<file path="config.mk">
export PLATFORM = sky130hd
export DESIGN_NAME = mem_port_arbiter
export DESIGN_NICKNAME = d
export VERILOG_FILES = /design/src/rtl/mem_port_arbiter.sv
export SDC_FILE = /design/constraint.sdc
export NUM_CORES = 1
export LEC_CHECK = 0
export CAP_MARGIN = 20
export CORE_ASPECT_RATIO = 0.9
export CORE_MARGIN = 1
export CORE_UTILIZATION = 35
export DETAILED_ROUTE_END_ITERATION = 6
export GPL_TIMING_DRIVEN = 0
export MAX_ROUTING_LAYER = met4
export PLACE_DENSITY = 0.69
export RECOVER_POWER = 100
export SETUP_SLACK_MARGIN = 0.1
export SLEW_MARGIN = 40
export SYNTH_ARGS = -nofsm -noshare
export SYNTH_HDL_FRONTEND = slang
export SYNTH_SLANG_ARGS = --single-unit
</file>
<file path="constraint.sdc">
create_clock -name clk -period 4.8 [get_ports clk]
set_input_delay 0.96 -clock clk [delete_from_list [all_inputs] [get_ports clk]]
set_output_delay 0.96 -clock clk [all_outputs]
set_load 0.005 [all_outputs]
</file>
<file path="src/rtl/mem_port_arbiter.sv">
// Round-robin arbiter sharing one 32-bit memory port between the CPU controller (M0)
// and the DMA master (M1); one outstanding access, latched request, per-access timeout.
`timescale 1ns/1ps
module mem_port_arbiter #(
    parameter int AW  = 15,
    parameter int DW  = 32,
    parameter int TMO = 255
) (
    input  logic          clk,
    input  logic          rst,
    input  logic          m0_req,
    input  logic          m0_we,
    input  logic [AW-1:0] m0_addr,
    input  logic [DW-1:0] m0_wdata,
    output logic [DW-1:0] m0_rdata,
    output logic          m0_done,
    output logic          m0_err,
    input  logic          m1_req,
    input  logic          m1_we,
    input  logic [AW-1:0] m1_addr,
    input  logic [DW-1:0] m1_wdata,
    output logic [DW-1:0] m1_rdata,
    output logic          m1_done,
    output logic          m1_err,
    output logic [AW-1:0] mem_addr,
    output logic [DW-1:0] mem_wdata,
    output logic          mem_we,
    output logic          mem_rd,
    input  logic [DW-1:0] mem_rdata,
    input  logic          mem_readrdy,
    input  logic          mem_saverdy,
    output logic [1:0]    gnt
);

    typedef enum logic [1:0] {S_IDLE, S_ISSUE, S_WAIT, S_DONE} state_t;

    localparam logic [7:0] TMO_LAST = 8'(TMO - 1);

    state_t        state, next_state;
    logic          owner;        // 0 = M0, 1 = M1
    logic          last_owner;
    logic          lat_we;
    logic [AW-1:0] lat_addr;
    logic [DW-1:0] lat_wdata;
    logic [7:0]    cnt;
    logic          err_flag;
    logic          grant, grant_m1, complete, timeout, active;

    always_ff @(posedge clk or posedge rst) begin
        if (rst) state <= S_IDLE;
        else     state <= next_state;
    end

    always_comb begin
        // NOTE: defaults come first so every path assigns every signal and no latch is inferred.
        next_state = state;
        grant      = 1'b0;
        grant_m1   = 1'b0;
        complete   = 1'b0;
        timeout    = 1'b0;
        case (state)
            S_IDLE: begin
                if (m0_req && m1_req) begin
                    grant    = 1'b1;
                    grant_m1 = ~last_owner;
                end else if (m0_req) begin
                    grant    = 1'b1;
                end else if (m1_req) begin
                    grant    = 1'b1;
                    grant_m1 = 1'b1;
                end
                if (grant) next_state = S_ISSUE;
            end
            S_ISSUE: next_state = S_WAIT;
            S_WAIT: begin
                // Only the handshake matching the access direction can finish it.
                complete = lat_we ? mem_saverdy : mem_readrdy;
                timeout  = !complete && (cnt == TMO_LAST);
                if (complete || timeout) next_state = S_DONE;
            end
            S_DONE:  next_state = S_IDLE;
            default: next_state = S_IDLE;
        endcase
    end

    always_ff @(posedge clk or posedge rst) begin
        // NOTE: the read-data holding registers are visible outputs, so they are reset
        // along with the control state; they are plain registers, not a memory array.
        if (rst) begin
            owner      <= 1'b0;
            last_owner <= 1'b1;
            lat_we     <= 1'b0;
            lat_addr   <= '0;
            lat_wdata  <= '0;
            cnt        <= '0;
            err_flag   <= 1'b0;
            m0_rdata   <= '0;
            m1_rdata   <= '0;
        end else begin
            // NOTE: non-blocking assignments so every register updates from pre-edge values.
            case (state)
                S_IDLE: begin
                    if (grant) begin
                        owner     <= grant_m1;
                        lat_we    <= grant_m1 ? m1_we    : m0_we;
                        lat_addr  <= grant_m1 ? m1_addr  : m0_addr;
                        lat_wdata <= grant_m1 ? m1_wdata : m0_wdata;
                        err_flag  <= 1'b0;
                    end
                end
                S_ISSUE: cnt <= '0;
                S_WAIT: begin
                    if (complete) begin
                        if (!lat_we) begin
                            if (owner) m1_rdata <= mem_rdata;
                            else       m0_rdata <= mem_rdata;
                        end
                    end else if (timeout) begin
                        err_flag <= 1'b1;
                    end else begin
                        cnt <= cnt + 8'd1;
                    end
                end
                S_DONE:  last_owner <= owner;
                default: ;
            endcase
        end
    end

    assign active    = (state == S_ISSUE) || (state == S_WAIT);
    assign gnt       = active ? (owner ? 2'b10 : 2'b01) : 2'b00;
    assign mem_addr  = active ? lat_addr  : '0;
    assign mem_wdata = active ? lat_wdata : '0;
    assign mem_rd    = (state == S_ISSUE) && !lat_we;
    assign mem_we    = (state == S_ISSUE) &&  lat_we;
    assign m0_done   = (state == S_DONE) && !owner;
    assign m1_done   = (state == S_DONE) &&  owner;
    assign m0_err    = m0_done && err_flag;
    assign m1_err    = m1_done && err_flag;

endmodule

</file>
==> results.md <==
* Pwr Total at 5731 uW
* Initial antenna violation count at 0
* Pre-Repair DR Iteration Count at 4
* Routed len/inst at 16.66 um
* Setup TNS at 0 ns
* Syn nets at 618
* Nets at 890
* Crit Path Max Fanout at 10
* Worst R2R Path Depth at 6
* Pleak at 0.003998 uW
* Post-CTS setup buffer count at 0
* Starting Density at 0.3632
* Crit end category: output pin
* Worst setup SP type: register
* Seq pwr share at 0.316
* Commonest cells in the netlist: dfrtp_1 (124), mux2_2 (64), o21ai_0 (53)
* Clock transition at path regs at 0.05 ns
* R2R Setup Slk at 2.36 ns
* Hold violation count in the final report at 0
* Net Switching at 1740 uW
* FF-to-FF End: m0_rdata[9]
* Average size of a mapped cell at 11.90 um2
* Grt peak-use layer: met2
* DRT iter0 DRCs at 158
* Ant. Diodes at 0
* CORE AREA at 15660 um2
* Hold Path Cell Cnt at 2
* Hold path start: lat_wdata[9]
* Logic pwr share at 0.428
* Layout Utilization at 0.5832
* Area grow syn2layout at 60.55%
* Worst setup margin at 1.414 ns
* Post-route cell area at 9130 um2
* Layout cells sized above 1 at 0.1404
* Hold WC Path Type: reg -> reg
* Slew margin rel. at -0.7521
* First-pass GRT wire length at 24.63 mm
* Delay of the slowest cell on the worst path at 0.62 ns
* Fin crit share at 0.7054
* Sw Share at 0.3036
* Clock latency at the later pin of the worst-skew pair at 0.41 ns
* Share of the synthesized area in the top cell type at 0.5457
* Synthesized area at 5687 um2
* Final GP Congestion at 0.8214
* Failing checks: capacitance limit, slew limit
* FFs w/ async S/R, synth at 1.000
* Clock root buffer: clkbuf_16
* Synth top area cells: dfrtp_1 (55%), mux2_2 (13%), mux2i_1 (8.8%), and2_1 (5.6%), o21ai_0 (4.7%)
* Post-place setup slack at 1.865 ns
* Seq/Total Area, Yosys at 0.5503
* CTS tree: done
* Met1 GRT Util at 0.2253
* Largest net degree at the start of global routing at 71
* CTS Buf Count at 17
* Critical path's top delay family: buffers and inverters
* Cell Int Power at 3991 uW
* Worst clock skew at 0.008514 ns
* Slowest cell on crit path: dlygate4sd3_1
* Status: finished, violations left
* Placement Cell Area at 8497 um2
* CTS Sinks at 125
* Most frequent cell after synthesis: dfrtp_1
* Die area at 16760 um2
* Dpl hpwl at 12.37 mm
* Rows at 43
* Pwr/cell area at 627.8 nW/um2
* Max-slew violation count at 56
* Vias in the first global route at 4799
* Critical path, cell by cell: inv_1, ha_1, clkbuf_1, nor2b_1, dlygate4sd3_1
* Gates resized, CTS repair at 0
* Vias per inst at 4.839
* Total congestion overflow at 0
* Chip height at 122.9 um
* GRT Overall Usage at 0.2038
* Fmax at 0.2953 GHz
* YS warnings at 0
* Max-Cap Viols at 1
* Post-synth top area cell: dfrtp_1
* Worst Max-Slew Pin Slew at 2.614 ns
* Post-synth EDFFs at 0
* Main synth FF type: dfrtp_1
* Synthesized instance count at 478
* # fillers at 1283
* Crit path kind: reg -> out
* Met3 Use GR at 0.05289
* Critical Path RT at 3.84 ns
* Hold EP: lat_wdata[9]
* Final wirelength at 16.06 mm
* Clock Power Share at 0.256
* Buffers & Inverters on Critical Path at 3
* Worst VDD drop at 0.3172 mV
* Depth of the CTS H-tree at 4
* Via count at 4665
* Fin crit period at 3.386 ns
* I/O pin count at 253
* Reg2Reg Launch Point: state[0]
* RSZ-0062 raised after global routing: false
* Met2 Track Usage GR at 0.3537
* Remaining DRCs at 0
* Hold_buf cts at 0
* Port bufs at 252
* Clock buffer depth at 2
* Die W at 136.4 um
* Crit path DAT at 2.43 ns
* Final antenna-violating net count at 0
* Final setup fails at 0
* Seq cells post-synth at 125
* Distinct cells, synth at 36
-- worst max path at each step --
stage / to / depth (start not counted) / start / slack, ns
floorplan: cnt[0] / 1 / rst / 0.51
global placement: lat_wdata[25] / 2 / rst / -1.15
detailed placement: gnt[0] / 5 / state[0] / 1.86
CTS: gnt[0] / 5 / state[0] / 1.42
global route: gnt[0] / 5 / state[0] / 1.25
finish: gnt[0] / 5 / state[0] / 1.41
-- layout make-up --
cell class	instances	area, um2	area share
buffer	30	128.9	0.01412
clock inverter	10	210.2	0.02302
sequential	125	3129	0.3427
timing repair buffer	253	2550	0.2793
clock buffer	21	470.5	0.05153
tap	202	252.7	0.02768
inverter	5	20.02	0.002193
multi-input combinational	318	2369	0.2594
-- power groups by stage --
stage	logic, uW	registers (uW)	clock network (uW)
after global placement	2600	1810	0
after detailed placement	2650	1840	0
after floorplan	1100	1810	0
after CTS	2670	1830	1500
final	2450	1810	1470
after global routing	2700	1880	1550
-- cells by family (layout without fill, tap and decap cells) --
group | after synthesis | count (layout) | share of synthesized area
compound gates | 69 | 69 | 0.06887
xor+xnor | 1 | 1 | 0.001540
fa+ha+maj | 6 | 6 | 0.01320
buf+inv | 35 | 319 | 0.03168
flops | 125 | 125 | 0.5503
mux | 116 | 116 | 0.2187
simple gates | 126 | 126 | 0.1157
-- layout by cell type, fill, tap and decap left out, drive strengths merged, types with 9 or more instances in the layout --
master,count
dlygate4sd3,86
and2,51
mux2,66
clkbuf,46
dfrtp,124
nand2,50
nand3,9
mux2i,50
o21ai,54
clkdlybuf4s50,166
-- flip-flops by register name, summed over array words and instances, names as in the netlist --
name,cells
lat_wdata,32
owner,1
state,2
lat_addr,15
m0_rdata,32
cnt,8
err_flag,1
lat_we,1
last_owner,1
m1_rdata,32
-- through the flow --
step	instances	hold WS (ns)
final	964	0.4695
after global routing	964	0.4977
after CTS	964	0.4739
after detailed placement	933	0.4621
after global placement	932	0.4536
after floorplan	478	0.4418
-- routing by layer --
layer  vias to the layer above  wire length (um)
met5                         -                 0
met4                         0               192
met3                        16              1103
met2                       200              8371
met1                      2248              6395
li1                       2201                 -
-- worst reg2reg max path, delay by kind of cell (launching register included) --
kind                     cells  cell delay (ns)
adder cells (fa/ha/maj)      1             0.26
buffers and inverters        3             0.92
AND/OR/NAND/NOR              1             0.33
multiplexers                 1             0.41
flip-flops                   1             0.41
Power figures use the tool's default switching activity.
